[src/rtl/image_stream_source.sv]
// Self-timed source of the typed image stream: frame/header/row markers,
// test-pattern pixels and programmable horizontal/vertical blanking.
`ifndef DTYPE_WIDTH
`define DTYPE_WIDTH 4
`endif
`ifndef DTYPE_FRAME_START
`define DTYPE_FRAME_START 4'd1
`endif
`ifndef DTYPE_FRAME_END
`define DTYPE_FRAME_END 4'd2
`endif
`ifndef DTYPE_HEADER_START
`define DTYPE_HEADER_START 4'd3
`endif
`ifndef DTYPE_HEADER
`define DTYPE_HEADER 4'd4
`endif
`ifndef DTYPE_HEADER_END
`define DTYPE_HEADER_END 4'd5
`endif
`ifndef DTYPE_ROW_START
`define DTYPE_ROW_START 4'd6
`endif
`ifndef DTYPE_ROW_END
`define DTYPE_ROW_END 4'd7
`endif
`ifndef DTYPE_PIXEL
`define DTYPE_PIXEL 4'd8
`endif
`ifndef Image_num_cols
`define Image_num_cols 0
`endif
`ifndef Image_num_rows
`define Image_num_rows 1
`endif

module image_stream_source #(
    parameter int PIXEL_WIDTH    = 10,
    parameter int DATA_WIDTH     = 16,
    parameter int NUM_COLS_WIDTH = 11,
    parameter int NUM_ROWS_WIDTH = 11,
    parameter int HEADER_LEN     = 32,
    parameter int FC_ADDR        = 2,
    parameter logic [`DTYPE_WIDTH-1:0] PIXEL_DTYPE = `DTYPE_PIXEL
) (
    input  logic                      clk,
    input  logic                      reset,
    input  logic                      enable,
    input  logic [NUM_COLS_WIDTH-1:0] num_cols,
    input  logic [NUM_ROWS_WIDTH-1:0] num_rows,
    input  logic [15:0]               hblank,
    input  logic [15:0]               vblank,
    input  logic [1:0]                mode,
    input  logic [PIXEL_WIDTH-1:0]    const_value,
    output logic                      dvo,
    output logic [`DTYPE_WIDTH-1:0]   dtypeo,
    output logic [DATA_WIDTH-1:0]     datao,
    output logic [15:0]               frame_count,
    output logic                      busy
);

    localparam int IW = (HEADER_LEN > 1) ? $clog2(HEADER_LEN) : 1;
    localparam int CW = NUM_COLS_WIDTH;
    localparam int RW = NUM_ROWS_WIDTH;
    localparam logic [CW-1:0] COL_ONE = 1;
    localparam logic [RW-1:0] ROW_ONE = 1;
    localparam logic [IW-1:0] IDX_LAST = IW'(HEADER_LEN - 1);

    typedef enum logic [3:0] {
        IDLE, FSTART, HSTART, HDR, HEND, RSTART,
        PIX, REND, HBLANK, FEND, VBLANK
    } state_t;

    state_t state, ns;

    logic [CW-1:0]          cols_q, col, n_col;
    logic [RW-1:0]          rows_q, row, n_row;
    logic [15:0]            hb_q, vb_q, blk, n_blk;
    logic [1:0]             mode_q;
    logic [PIXEL_WIDTH-1:0] cv_q, pix_cnt, px;
    logic [IW-1:0]          idx, n_idx;
    logic                   last_row;

    logic                    n_dv, n_busy;
    logic [`DTYPE_WIDTH-1:0] n_dt;
    logic [DATA_WIDTH-1:0]   n_da;

    assign last_row = (row == rows_q - ROW_ONE);

    always_comb begin
        ns    = state;
        n_idx = idx;
        n_col = col;
        n_row = row;
        n_blk = blk;
        unique case (state)
            IDLE:   if (enable) ns = FSTART;
            FSTART: ns = HSTART;
            HSTART: begin
                ns    = HDR;
                n_idx = '0;
            end
            HDR: begin
                if (idx == IDX_LAST) ns = HEND;
                else n_idx = idx + IW'(1);
            end
            HEND: begin
                if (rows_q == '0) ns = FEND;
                else begin
                    ns    = RSTART;
                    n_row = '0;
                end
            end
            RSTART: begin
                if (cols_q == '0) ns = REND;
                else begin
                    ns    = PIX;
                    n_col = '0;
                end
            end
            PIX: begin
                if (col == cols_q - COL_ONE) ns = REND;
                else n_col = col + COL_ONE;
            end
            REND: begin
                if (hb_q != '0) begin
                    ns    = HBLANK;
                    n_blk = 16'd1;
                end else if (last_row) ns = FEND;
                else begin
                    ns    = RSTART;
                    n_row = row + ROW_ONE;
                end
            end
            HBLANK: begin
                if (blk != hb_q) n_blk = blk + 16'd1;
                else if (last_row) ns = FEND;
                else begin
                    ns    = RSTART;
                    n_row = row + ROW_ONE;
                end
            end
            FEND: begin
                if (vb_q != '0) begin
                    ns    = VBLANK;
                    n_blk = 16'd1;
                end else ns = enable ? FSTART : IDLE;
            end
            VBLANK: begin
                if (blk != vb_q) n_blk = blk + 16'd1;
                else ns = enable ? FSTART : IDLE;
            end
            default: ns = IDLE;
        endcase
    end

    // Pixel pattern for the word being loaded into the output register
    always_comb begin
        px = '0;
        unique case (mode_q)
            2'd0: px = PIXEL_WIDTH'(n_col + n_row);
            2'd1: px = cv_q;
            2'd2: px = pix_cnt;
            default: px = (n_col[3] ^ n_row[3]) ? '1 : '0;
        endcase
    end

    always_comb begin
        n_dv   = 1'b1;
        n_dt   = '0;
        n_da   = '0;
        n_busy = (ns != IDLE);
        unique case (ns)
            FSTART: n_dt = `DTYPE_FRAME_START;
            HSTART: n_dt = `DTYPE_HEADER_START;
            HDR: begin
                n_dt = `DTYPE_HEADER;
                if (int'(n_idx) == `Image_num_cols)
                    n_da = DATA_WIDTH'(cols_q);
                else if (int'(n_idx) == `Image_num_rows)
                    n_da = DATA_WIDTH'(rows_q);
                else if (int'(n_idx) == FC_ADDR)
                    n_da = DATA_WIDTH'(frame_count);
            end
            HEND:   n_dt = `DTYPE_HEADER_END;
            RSTART: n_dt = `DTYPE_ROW_START;
            PIX: begin
                n_dt = PIXEL_DTYPE;
                n_da = DATA_WIDTH'(px);
            end
            REND:   n_dt = `DTYPE_ROW_END;
            FEND:   n_dt = `DTYPE_FRAME_END;
            default: n_dv = 1'b0;
        endcase
    end

    always_ff @(posedge clk or posedge reset) begin
        if (reset) begin
            state       <= IDLE;
            idx         <= '0;
            col         <= '0;
            row         <= '0;
            blk         <= '0;
            pix_cnt     <= '0;
            cols_q      <= '0;
            rows_q      <= '0;
            hb_q        <= '0;
            vb_q        <= '0;
            mode_q      <= '0;
            cv_q        <= '0;
            dvo         <= 1'b0;
            dtypeo      <= '0;
            datao       <= '0;
            frame_count <= '0;
            busy        <= 1'b0;
        end else begin
            state  <= ns;
            idx    <= n_idx;
            col    <= n_col;
            row    <= n_row;
            blk    <= n_blk;
            dvo    <= n_dv;
            dtypeo <= n_dt;
            datao  <= n_da;
            busy   <= n_busy;
            if (ns == FSTART) begin
                cols_q  <= num_cols;
                rows_q  <= num_rows;
                hb_q    <= hblank;
                vb_q    <= vblank;
                mode_q  <= mode;
                cv_q    <= const_value;
                pix_cnt <= '0;
            end else if (ns == PIX) begin
                pix_cnt <= pix_cnt + PIXEL_WIDTH'(1);
            end
            if (ns == FEND) frame_count <= frame_count + 16'd1;
        end
    end

endmodule

[config.mk]
export PLATFORM = sky130hd
export DESIGN_NAME = image_stream_source
export DESIGN_NICKNAME = d
export VERILOG_FILES = /design/src/rtl/image_stream_source.sv
export SDC_FILE = /design/constraint.sdc
export NUM_CORES = 1
export LEC_CHECK = 0
export ABC_CLOCK_PERIOD_IN_PS = 8000
export CAP_MARGIN = 30
export CORE_MARGIN = 3
export CORE_UTILIZATION = 60
export DETAILED_ROUTE_END_ITERATION = 10
export DONT_BUFFER_PORTS = 1
export GPL_TIMING_DRIVEN = 0
export HOLD_SLACK_MARGIN = 0.02
export PLACE_DENSITY_LB_ADDON = 0.08
export SLEW_MARGIN = 0
export SYNTH_ARGS = -nofsm -noshare
export SYNTH_HDL_FRONTEND = slang
export SYNTH_SLANG_ARGS = --single-unit
export TNS_END_PERCENT = 20
[constraint.sdc]
create_clock -name clk -period 8 [get_ports clk]
set_input_delay 0.4 -clock clk [delete_from_list [all_inputs] [get_ports clk]]
set_output_delay 0.4 -clock clk [all_outputs]
set_load 0.005 [all_outputs]
==> metrics.txt <==
critical-path cell list=inv_1 > ha_1 > or3b_1 > nor4b_1 > xnor2_1 > nor4_1 > nand4_1 > o21bai_1 > clkbuf_1 > a22oi_1 > inv_1 > ha_1 > a21o_1 > a21oi_1 > o21ai_0 > a21oi_1 > o21ai_0 > a21o_1 > a21oi_1 > xnor3_1 > a211o_1; num rows=44; most numerous cell in the Yosys netlist=dfrtp_1; internal power=2.15 mW; area growth from synthesis to layout=9.57%; drc violations=0; Least-Margin Pin Slew=approximately 0.95 ns; RSZ-0062 raised after global routing=no; fraction of layout cells with a size suffix above 1=0.0538; post-synth cell types=64; startpoint types=register; number of global-route vias before repair=7233; Setup Fix Bufs, Post-CTS=0; overflow left after global routing=0; Avg Synthesized Cell Area=9.81 sq um; Static Leak=4.26 nW; CP required=8.31 ns; sw power=~1.5 mW; Hold Worst Slack=0.0889 ns; Syn Std Cell Area=approximately 9000 sq um; # IOs=107; Final Wtd Congestion=0.964; Num Clock Sinks=161; TNS Setup=0 ns; DR pass1 iterations=5; Nets=1022; Port-buffer cells=0; CP max-delay cell=o21bai_1; Setup WS post-layout=between 1.5 and 2 ns; max_cap viols=0; Fillers=1155; synthesized flop and latch total=161; initial antenna violation count=0; Yosys warnings=0; Hold Fails Final Rpt=0; Crit. End Element=register; cell mode on critical path=a21oi_1; Clock power frac=0.222; Place WS=roughly 2.0 ns; placed inst area=approximately 9000 sq um; first-pass GRT wire length=38300 microns; Sw Share=0.409; final instance count without filler cells=1133; VDD IR max=0.201 mV; core area=approximately 15000 sq um; number of synthesized flops with an enable pin=0; root buffer cell=clkbuf_16; GRT Total Usage=0.297; final instance area=9830 sq um; area of the multi-input gates=approximately 4600 sq um; period utilization=0.767; Async SR Flop Fraction=1.00; Max clock buf depth=2; PwrDens=370 nW/um^2; leading area contributor after synthesis=dfrtp_1; area fraction of the dominant cell type after synthesis=0.449; Fmax achieved=roughly 0.16 GHz; Mapped Cells=914; overall die width=128 microns; vias per cell=6.48; Top FF cell, synth=dfrtp_1; share of the yosys chip area belonging to registers=0.449; min Tclk post-route=between 6 and 7 ns; antenna-violating nets left=0; placed cell count=~1100; outcome=complete, no violations; die height=128 microns; largest net degree at the start of global routing=83; Setup violations, final=0; worst clock skew=between 0.008 and 0.009 ns; WS Path Type=reg -> reg; slew margin rel.=0.363; Initial Util=0.615; post-DP HPWL=17800 microns; Clock Latency Late Sink=between 0.4 and 0.5 ns; type of the most critical hold path=in -> reg; WL final=23800 microns; Vias=7342; total clock buffers created by CTS=17; wire per inst=21.0 microns; DRT iter0 DRCs=670; Clock Pin Slew Worst Setup and Hold Paths=0.06 ns; Final Slew Violations=0; H-tree depth=4; register area=4030 sq um; Comb power frac=0.403; Post-CTS Resized=0; arrival time worst endpoint=6.44 ns; largest cells by area after synthesis=dfrtp_1 (45%), mux2_1 (7.4%), xor2_1 (5.2%); syn_nets=1001; Reg power frac=0.375; Worst Path Max Fanout=10; die area=16500 sq um; delay of the slowest critical-path stage=0.65 ns; TritonCTS clock tree=done; Synth top cells by count=dfrtp_1 (161), nand2_1 (76), o21ai_0 (66)
[per-stage QoR]
stage	total power, mW	utilization
final	3.64	0.674
after global routing	3.86	0.673
after CTS	3.63	0.673
after detailed placement	2.81	0.633
after global placement	2.74	0.631
after floorplan	2.38	-
[what timing repair did]
item / 4_1_cts / 5_1_grt
hold endpoints to repair: 79 / 0
endpoints found under the setup margin: 0 / 0
hold buffers: 1 / 0
[registers in the layout, summed over array words and instances (netlist names)]
| name | flops |
|---|---|
| state | 4 |
| dtypeo | 4 |
| cv_q | 10 |
| mode_q | 2 |
| idx | 5 |
| hb_q | 16 |
| pix_cnt | 10 |
| row | 11 |
| frame_count | 16 |
| blk | 16 |
| vb_q | 16 |
| rows_q | 11 |
| cols_q | 11 |
| dvo | 1 |
| busy | 1 |
| col | 11 |
| datao | 16 |
[final cells by class]
type / count / share of cell area
multi-input combinational: 681 / 0.472
tap: 184 / 0.0234
clock inverter: 15 / 0.0160
clock buffer: 17 / 0.0433
antenna: 1 / 0.000255
buffer: 48 / 0.0210
sequential: 161 / 0.410
inverter: 24 / 0.00968
timing repair buffer: 2 / 0.00382
[metal layers]
| metal | up-vias | part of all wire | global-route usage | wire, microns |
|---|---|---|---|---|
| met5 | - | 0 | 0 | 0 |
| met4 | 0 | 0.030 | 0.117 | 712 |
| met3 | 50 | 0.068 | 0.0650 | 1610 |
| met2 | 329 | 0.49 | 0.490 | 11600 |
| met1 | 3616 | 0.41 | 0.380 | 9870 |
| li1 | 3347 | - | - | - |
[kinds of logic after synthesis]
kind of cell / count (synthesis) / share of synthesized area
xor gates and xnor gates: 89 / 0.0884
muxes: 80 / 0.0986
AOI/OAI and AO/OA: 197 / 0.137
adders and majority gates: 18 / 0.0259
buffers and inverters: 72 / 0.0331
DFF: 161 / 0.449
and+or+nand+nor: 297 / 0.168
[critical path, delay by kind of cell, from the launching register on]
family | cells | cell delay, ns
xor gates and xnor gates | 2 | 0.53
buffers and inverters | 3 | 0.66
and+or+nand+nor | 4 | 1.50
AOI/OAI and AO/OA | 10 | 2.48
DFF | 1 | 0.44
adders and majority gates | 2 | 0.41
[cells in the final DEF, fill, tap and decap left out, drive strengths merged, types with 7 or more instances in the layout]
cell type	instances
dfrtp	161
nand2	76
o21ai	67
mux2	67
nor2	65
clkbuf	54
xor2	53
a21oi	35
xnor2	35
inv	29
nand3	27
nor4	22
nor3	17
o22ai	17
ha	17
nand4	16
and3	15
and2	14
a31oi	14
mux2i	13
nor2b	12
buf	12
a21o	9
nand2b	7
[final timing paths]
check | endpoint | depth (start not counted) | slack [ns] | from
hold / removal | cols_q[0] | 2 | 0.09 | num_cols[0]
setup / recovery | datao[9] | 21 | 1.86 | cols_q[0]
setup reg to reg | datao[9] | 21 | 1.86 | cols_q[0]
hold reg to reg | cv_q[4] | 1 | 0.49 | cv_q[4]
max in group asynchronous | hb_q[8] | 3 | 6.56 | reset
min in group asynchronous | frame_count[6] | 2 | 0.58 | reset
[power by group through the flow]
stage	registers [mW]	logic [mW]	clock network, mW
finish	1.36	1.46	0.808
global route	1.39	1.61	0.857
CTS	1.36	1.45	0.815
detailed placement	1.37	1.44	0
global placement	1.35	1.39	0
floorplan	1.26	1.12	0
(Power assumes the default switching activity.)
